`config.mk`:
```
export PLATFORM = sky130hd
export DESIGN_NAME = hi_reader_corr
export DESIGN_NICKNAME = d
export VERILOG_FILES = /design/src/rtl/hi_reader_corr.sv
export SDC_FILE = /design/constraint.sdc
export NUM_CORES = 1
export LEC_CHECK = 0
export ABC_AREA = 1
export CAP_MARGIN = 40
export CELL_PAD_IN_SITES_DETAIL_PLACEMENT = 0
export CELL_PAD_IN_SITES_GLOBAL_PLACEMENT = 2
export CORE_ASPECT_RATIO = 0.7
export CORE_MARGIN = 3
export CORE_UTILIZATION = 31
export CTS_CLUSTER_SIZE = 8
export DETAILED_ROUTE_END_ITERATION = 10
export PLACE_DENSITY_LB_ADDON = 0.08
export SYNTH_ARGS = -nofsm -noshare
export SYNTH_HDL_FRONTEND = slang
export SYNTH_SLANG_ARGS = --single-unit
```
`constraint.sdc`:
```
create_clock -name ck_1356meg -period 4.8 [get_ports ck_1356meg]
set_input_delay 0.48 -clock ck_1356meg [delete_from_list [all_inputs] [get_ports ck_1356meg]]
set_output_delay 0.48 -clock ck_1356meg [all_outputs]
set_load 0.1 [all_outputs]
```
`src/rtl/hi_reader_corr.sv`:
```
// hi_reader_corr
//   I/Q subcarrier correlator and SSP serialiser for the HF reader path.
//   Correlates ADC samples against square-wave I/Q references over a window of
//   2^WIN_LOG2 samples. At each window boundary the result is formatted
//   (saturated I/Q pair or amplitude estimate) and shifted out MSB first on the
//   SSP link. All logic runs on the falling edge of ck_1356meg.
//
// Ports
//   ck_1356meg  in   13.56 MHz sample clock (falling-edge active)
//   rst_n       in   asynchronous active-low reset
//   adc_d       in   unsigned ADC sample
//   sc_sel      in   subcarrier select (0=1695k, 1=848k, 2=424k, 3=212k)
//   mode        in   0=IQ, 1=amplitude, 2=IQ+sniff, 3=amplitude+sniff
//   clr_sat     in   clears sat_flag (a coincident saturation event wins)
//   ssp_clk     out  serial clock at ck/4
//   ssp_frame   out  frame marker
//   ssp_din     out  serial data, MSB first
//   corr_valid  out  one-cycle pulse when a window result is latched
//   sat_flag    out  sticky saturation indicator
//   debug       out  counter bit driving the I reference
module hi_reader_corr #(
  parameter int unsigned ADC_W    = 8,
  parameter int unsigned WIN_LOG2 = 6,
  parameter int unsigned OUT_W    = 8,
  parameter int unsigned SHIFT    = 4,
  parameter int unsigned HYST_TMO = 4095
) (
  input  logic             ck_1356meg,
  input  logic             rst_n,
  input  logic [ADC_W-1:0] adc_d,
  input  logic [1:0]       sc_sel,
  input  logic [1:0]       mode,
  input  logic             clr_sat,
  output logic             ssp_clk,
  output logic             ssp_frame,
  output logic             ssp_din,
  output logic             corr_valid,
  output logic             sat_flag,
  output logic             debug
);

  localparam int unsigned ACC_W = ADC_W + WIN_LOG2 + 1;
  localparam int unsigned SR_W  = 2 * OUT_W;
  localparam int unsigned EW    = (ACC_W > SR_W) ? ACC_W : SR_W;
  localparam int unsigned HC_W  = $clog2(HYST_TMO + 1);

  localparam logic [WIN_LOG2-1:0]    CNT_ONE   = WIN_LOG2'(1);
  localparam logic [WIN_LOG2-1:0]    CNT_THREE = WIN_LOG2'(3);
  localparam logic [WIN_LOG2-1:0]    CNT_HALF  = {1'b1, {(WIN_LOG2-1){1'b0}}};
  localparam logic signed [ACC_W-1:0] IQ_MAX   = ACC_W'((1 << (OUT_W - 1)) - 1);
  localparam logic signed [ACC_W-1:0] IQ_MIN   = ~IQ_MAX;
  localparam logic [EW-1:0]          AMP_MAX   = EW'({SR_W{1'b1}});
  localparam logic [HC_W-1:0]        HC_LAST   = HC_W'(HYST_TMO - 1);

  // state
  logic [WIN_LOG2-1:0]     cnt_q, cnt_d;
  logic signed [ACC_W-1:0] acc_i_q, acc_i_d;
  logic signed [ACC_W-1:0] acc_q_q, acc_q_d;
  logic [SR_W-1:0]         sr_q, sr_d;
  logic [1:0]              mode_sh_q, mode_sh_d;
  logic [1:0]              sc_sh_q, sc_sh_d;
  logic                    det_q, det_d;
  logic [HC_W-1:0]         hcnt_q, hcnt_d;
  logic                    h0_q, h0_d;
  logic                    h1_q, h1_d;
  logic                    sat_q, sat_d;
  logic                    clk_q, clk_d;
  logic                    frame_q, frame_d;
  logic                    valid_q, valid_d;

  // combinational helpers
  logic [2:0]              b_idx;
  logic [WIN_LOG2-1:0]     cnt_sh_b, cnt_sh_b1;
  logic                    ref_i, ref_q;
  logic signed [ACC_W-1:0] adc_ext;
  logic [OUT_W:0]          iq_i, iq_q;
  logic [ACC_W-1:0]        mag_i, mag_q, mag_mx, mag_mn, amp;
  logic [EW-1:0]           amp_e;
  logic                    sat_amp;
  logic [SR_W-1:0]         amp_word;
  logic [SR_W-1:0]         word;
  logic                    sat_evt;
  logic                    win_start;

  // Returns {saturated, value} for (v >>> SHIFT) clamped to signed OUT_W bits.
  function automatic logic [OUT_W:0] sat_iq(input logic signed [ACC_W-1:0] v);
    logic signed [ACC_W-1:0] s;
    s = v >>> SHIFT;
    if (s > IQ_MAX)      return {1'b1, IQ_MAX[OUT_W-1:0]};
    else if (s < IQ_MIN) return {1'b1, IQ_MIN[OUT_W-1:0]};
    else                 return {1'b0, s[OUT_W-1:0]};
  endfunction

  // |v| fits in ACC_W unsigned bits, including the most negative value.
  function automatic logic [ACC_W-1:0] mag(input logic signed [ACC_W-1:0] v);
    return v[ACC_W-1] ? -v : v;
  endfunction

  always_comb begin
    win_start = (cnt_q == '0);

    // reference bits selected by the shadowed subcarrier
    b_idx     = 3'd2 + {1'b0, sc_sh_q};
    cnt_sh_b  = cnt_q >> b_idx;
    cnt_sh_b1 = cnt_q >> (b_idx - 3'd1);
    ref_i     = ~cnt_sh_b[0];
    ref_q     = (cnt_sh_b[0] == cnt_sh_b1[0]);

    adc_ext = signed'({{(ACC_W-ADC_W){1'b0}}, adc_d});

    // formatting of the completed window
    iq_i     = sat_iq(acc_i_q);
    iq_q     = sat_iq(acc_q_q);
    mag_i    = mag(acc_i_q);
    mag_q    = mag(acc_q_q);
    mag_mx   = (mag_i > mag_q) ? mag_i : mag_q;
    mag_mn   = (mag_i > mag_q) ? mag_q : mag_i;
    amp      = mag_mx + (mag_mn >> 1);
    amp_e    = EW'(amp);
    sat_amp  = (amp_e > AMP_MAX);
    amp_word = sat_amp ? '1 : amp_e[SR_W-1:0];

    if (mode_sh_q[0] == 1'b0) begin
      word    = {iq_i[OUT_W-1:0], iq_q[OUT_W-1:0]};
      sat_evt = iq_i[OUT_W] | iq_q[OUT_W];
      if (mode_sh_q[1]) begin
        word[OUT_W] = h0_q;
        word[0]     = h1_q;
      end
    end else begin
      word    = amp_word;
      sat_evt = sat_amp;
      if (mode_sh_q[1]) word[1:0] = {h0_q, h1_q};
    end

    // defaults
    cnt_d     = cnt_q + CNT_ONE;
    acc_i_d   = acc_i_q;
    acc_q_d   = acc_q_q;
    sr_d      = sr_q;
    mode_sh_d = mode_sh_q;
    sc_sh_d   = sc_sh_q;
    det_d     = det_q;
    hcnt_d    = hcnt_q;
    h0_d      = h0_q;
    h1_d      = h1_q;
    sat_d     = sat_q;
    clk_d     = clk_q;
    frame_d   = frame_q;
    valid_d   = win_start;

    if (win_start) begin
      acc_i_d   = adc_ext;
      acc_q_d   = adc_ext;
      sr_d      = word;
      mode_sh_d = mode;
      sc_sh_d   = sc_sel;
      h0_d      = det_q;
    end else begin
      acc_i_d = ref_i ? acc_i_q + adc_ext : acc_i_q - adc_ext;
      acc_q_d = ref_q ? acc_q_q + adc_ext : acc_q_q - adc_ext;
      if (cnt_q[1:0] == 2'd0) sr_d = {sr_q[SR_W-2:0], 1'b0};
    end

    if (cnt_q == CNT_HALF) h1_d = det_q;

    if (clr_sat)              sat_d = 1'b0;
    if (win_start && sat_evt) sat_d = 1'b1;

    if (cnt_q[1:0] == 2'd0)      clk_d = 1'b1;
    else if (cnt_q[1:0] == 2'd2) clk_d = 1'b0;

    if (cnt_q == CNT_ONE)        frame_d = 1'b1;
    else if (cnt_q == CNT_THREE) frame_d = 1'b0;

    // Reader-AM detector. The timeout overrides an all-zeros sample, so under a
    // constant zero input the detector pulses high for one cycle per timeout.
    if (&adc_d) begin
      det_d  = 1'b1;
      hcnt_d = '0;
    end else if (det_q) begin
      if (~|adc_d) det_d = 1'b0;
      hcnt_d = '0;
    end else if (hcnt_q == HC_LAST) begin
      det_d  = 1'b1;
      hcnt_d = '0;
    end else begin
      hcnt_d = hcnt_q + HC_W'(1);
    end
  end

  always_ff @(negedge ck_1356meg or negedge rst_n) begin
    if (!rst_n) begin
      cnt_q     <= '0;
      acc_i_q   <= '0;
      acc_q_q   <= '0;
      sr_q      <= '0;
      mode_sh_q <= '0;
      sc_sh_q   <= '0;
      det_q     <= 1'b0;
      hcnt_q    <= '0;
      h0_q      <= 1'b0;
      h1_q      <= 1'b0;
      sat_q     <= 1'b0;
      clk_q     <= 1'b0;
      frame_q   <= 1'b0;
      valid_q   <= 1'b0;
    end else begin
      cnt_q     <= cnt_d;
      acc_i_q   <= acc_i_d;
      acc_q_q   <= acc_q_d;
      sr_q      <= sr_d;
      mode_sh_q <= mode_sh_d;
      sc_sh_q   <= sc_sh_d;
      det_q     <= det_d;
      hcnt_q    <= hcnt_d;
      h0_q      <= h0_d;
      h1_q      <= h1_d;
      sat_q     <= sat_d;
      clk_q     <= clk_d;
      frame_q   <= frame_d;
      valid_q   <= valid_d;
    end
  end

  assign ssp_clk    = clk_q;
  assign ssp_frame  = frame_q;
  assign ssp_din    = sr_q[SR_W-1];
  assign corr_valid = valid_q;
  assign sat_flag   = sat_q;
  assign debug      = cnt_sh_b[0];

endmodule
```
Word level (Yosys, flattened, before mapping)
Index checks and enable logic that the tools add are counted.
{"block": "word_totals", "inputBits": 15, "wordCells": 80, "out_inout_bits": 6, "ff_bits": 75}
{"block": "op_classes", "reduce_logical": 9, "n_addsub": 11, "bitwise": 1, "eq_ne": 6, "mux": 32, "magnitude_cmp": 5, "shifts": 2}
{"cell": "two-way mux 15 bit", "n": 8}
{"cell": "two-way mux 16 bit", "n": 3}
{"cell": "two-way mux 12 bit", "n": 3}
{"cell": "two-way mux 9 bit", "n": 4}
{"cell": "adder 15 x 9 -> 15 bit", "n": 2}
{"cell": "negation 15 bit", "n": 2}
{"cell": "subtractor 15 x 9 -> 15 bit", "n": 2}
{"cell": "> comparator 11 x 8 -> 1 bit (second input constant)", "n": 2}
{"cell": "less-than comparator 11 x 8 -> 1 bit (second input constant)", "n": 2}
{"cell": "adder 15 x 14 -> 15 bit", "n": 1}
{"cell": "> comparator 15 bit", "n": 1}
{"cell": "two-way mux 1 bit", "n": 13}
{"cell": "adder 12 x 1 -> 12 bit (second input constant)", "n": 1}
{"cell": "== test 12 bit (second input constant)", "n": 1}
{"cell": "right shift 6 x 3 -> 1 bit", "n": 2}
{"cell": "AND reduction 8 bit", "n": 1}
{"cell": "nonzero test 2 bit", "n": 4}
{"cell": "OR reduction 8 bit", "n": 1}
{"cell": "adder 6 x 1 -> 6 bit (second input constant)", "n": 1}
{"cell": "== test 6 x 1 -> 1 bit (second input constant)", "n": 1}
{"cell": "== test 6 x 2 -> 1 bit (second input constant)", "n": 1}
{"cell": "== test 6 bit (second input constant)", "n": 1}
{"cell": "zero test 6 bit", "n": 1}
{"cell": "adder 2 x 2 -> 3 bit (first input constant)", "n": 1}
{"cell": "other kinds (7)", "n": 7}

Longest topological paths before layout
{"block": "logic_depth", "ltp_word": 8, "ltp_mapped": 35}

==> metrics.cfg <==
[routing]
vias = 7248
drt_iter0_markers = 405
wl_per_cell_um = 15.4
drt_wl_total_um = 23800
ant_nets = 0
vias_per_cell = 4.70
drcViolationCount = 0
dr.pass1.iters = 4

[synthesis]
synth_nets = 1132
async_flop_share = 1.00
netlist_top_cells_area = dfrtn_1 26%, nand2_1 13%, ha_1 12%, o21ai_0 9.5%, a21oi_1 6.7%
ys_top_cells_by_count = 244 x nand2_1, 135 x o21ai_0, 122 x inv_1, 95 x a21oi_1, 85 x nor2_1
ys_seq_area_frac = 0.264
avgSynthCellArea_um2 = 6.79
synth_edf_count = 0
synthFlopType = dfrtn_1
synth_top_area_cell = dfrtn_1
syn_area_um2 = 7100
ys_ff_latch = 75
yosysWarnings = 0
ys_types = 48
synth_top_area_frac = 0.264
syn_inst = 1046
synth.most_common_cell = nand2_1

[global_route]
grt_pass1_wl_um = 37400
gr-total-overflow = 0
grt_max_degree = 37
track_usage = 0.190
grt_pass1_vias = 6899
antenna_found_initial = 0

[final_layout]
final_area_um2 = 10100
nFillCells = 2289
area_delta_synth_final_pct = 42.4
n_antenna_cell = 0
drive_gt1_frac = 0.307
finalNetCount = 1319

[sta]
drv_slew = 0
setup_violations = 5
rsz0062_at_grt = true
setup_tns_ps = -214
tightest_slew_ps = 716
fin_ws_ps = -73.4
relSlewSlack = 0.522
skew_ps = 3.98
hold_viol = 0

[clock_tree]
clk_latency_ps = 360
cts_buffers = 9
cts_tree = done
cts_hold_buf = 0
clk_pin_slew_worst_paths_ps = 50
clockRootBuffer = clkbuf_16
clkSinkCount = 75
cts_buffer_depth = 2
cts_htree_levels = 3

[placement]
port_buffers = 20
gp_congestion = 0.820
dp_hpwl_um = 18400
dpl_cell_area_um2 = 8760

[worst_hold_path]
hold_path.class = reg2reg

[die]
fp.dieArea_um2 = 24800
io_pins = 21
coreArea_um2 = 22100
die_y_um = 133
die_x_um = 187
start_util = 0.322
rows = 45

[run]
cap_violations = 0

[outcome]
status = complete, but fails checks
failed_checks = setup timing

[worst_setup_path]
critPathMaxStageDelay_ps = 310
arrival_ps = 2680
cp_max_fo = 4
path_class = in2reg
crit_chain = buf_6 > buf_6 > nor3_4 > nand2_2 > nor2_2 > nand2_2 > o21ai_2 > nand2_4 > nand2_2 > o21ai_4 > ha_4 > buf_4 > buf_4 > nand2_4 > o21ai_2 > a21oi_1 > and2_4 > o21ai_1 > a21oi_1
cpMostUsedCell = nand2_2
crit_path_start_kind = input pin
cp-end-kind = flop
cp_slowest_cell = ha_4
cp.required_ps = 2600
path_delay_family = simple AND/OR/NAND/NOR gates
crit_buf_inv = 4

## cells in the final DEF (no fill, tap or decap), types with 5 or more instances in the layout
| master | instances |
|---|---|
| nor2_2 | 11 |
| nand3_1 | 50 |
| nand2_2 | 29 |
| dfrtn_1 | 75 |
| a21oi_2 | 17 |
| nor3_1 | 9 |
| nor3_4 | 5 |
| o21ai_2 | 15 |
| inv_1 | 113 |
| buf_6 | 15 |
| inv_2 | 13 |
| buf_4 | 167 |
| nand3b_1 | 5 |
| nand2_4 | 11 |
| clkdlybuf4s50_1 | 6 |
| nor2_1 | 69 |
| o21ai_1 | 40 |
| xnor2_1 | 7 |
| o21ai_0 | 86 |
| nand2_1 | 209 |
| xor2_1 | 27 |
| clkbuf_16 | 9 |
| ha_1 | 49 |
| nand3_2 | 16 |
| nand4_1 | 14 |
| nor2_4 | 7 |
| ha_4 | 16 |
| a21oi_1 | 76 |
## cell families (layout without fill, tap and decap cells)
family                     after synthesis  after routing  share of synthesized area
buffers and inverters                  154            346                     0.0893
DFF                                     75             75                      0.264
xor gates and xnor gates                42             42                     0.0566
AOI/OAI and AO/OA                      255            255                      0.189
and+or+nand+nor                        449            449                      0.273
adders and majority gates               71             71                      0.128
## through the flow
stage | hold slack (ps) | instances | utilization | setup WS [ps]
floorplan | 392 | 1046 | - | -222
global placement | 421 | 1499 | 0.397 | -893
detailed placement | 424 | 1499 | 0.397 | -941
CTS | 425 | 1523 | 0.423 | -45.9
global route | 439 | 1543 | 0.458 | -239
finish | 421 | 1543 | 0.458 | -73.4
## layer usage
layer,vias up,routed length [µm],global-route usage
li1,3856,-,-
met1,3308,13500,0.305
met2,69,9440,0.261
met3,15,653,0.0318
met4,0,253,0.0369
met5,-,0,0
## worst paths after layout
kind	from	end	slack, ps	depth (start not counted)
max in group asynchronous	rst_n	det_q$_DFF_NN0_	1840	2
worst max register to register	acc_q_q[1]$_DFF_NN0_	sr_q[12]$_DFFE_NN0P_	150	34
worst min-delay path	hcnt_q[0]$_DFF_NN0_	hcnt_q[0]$_DFF_NN0_	420	1
worst min register to register	hcnt_q[0]$_DFF_NN0_	hcnt_q[0]$_DFF_NN0_	420	1
worst max-delay path	adc_d[1]	acc_i_q[13]$_DFF_NN0_	-70	19
min in group asynchronous	rst_n	acc_i_q[13]$_DFF_NN0_	2340	1
## area by class of cell
cell class	instances	area, µm²	share of cell area
tap	305	382	0.0377
inverter	131	508	0.0502
sequential	75	1880	0.186
clock inverter	6	72.6	0.00717
timing repair buffer	199	1630	0.161
multi-input combinational	817	5420	0.536
clock buffer	10	229	0.0226
## registers in the layout, summed over array words and instances (netlist names)
register and flops:
acc_i_q 15, acc_q_q 15, cnt_q 6, corr_valid 1
det_q 1, h0_q 1, h1_q 1, hcnt_q 12
mode_sh_q 2, sat_flag 1, sc_sh_q 2, sr_q 16
ssp_clk 1, ssp_frame 1
## what timing repair did
action | 4_1_cts | 5_1_grt
pin swaps | 33 | 73
hold endpoints to repair | 0 | 0
buffers inserted | 8 | 26
gates resized for setup | 66 | 180
setup endpoints to repair | 29 | 31
Power is left out: the tool's default activity adds up to more than one toggle a clock period on the data nets, which glitch-free logic cannot reach.
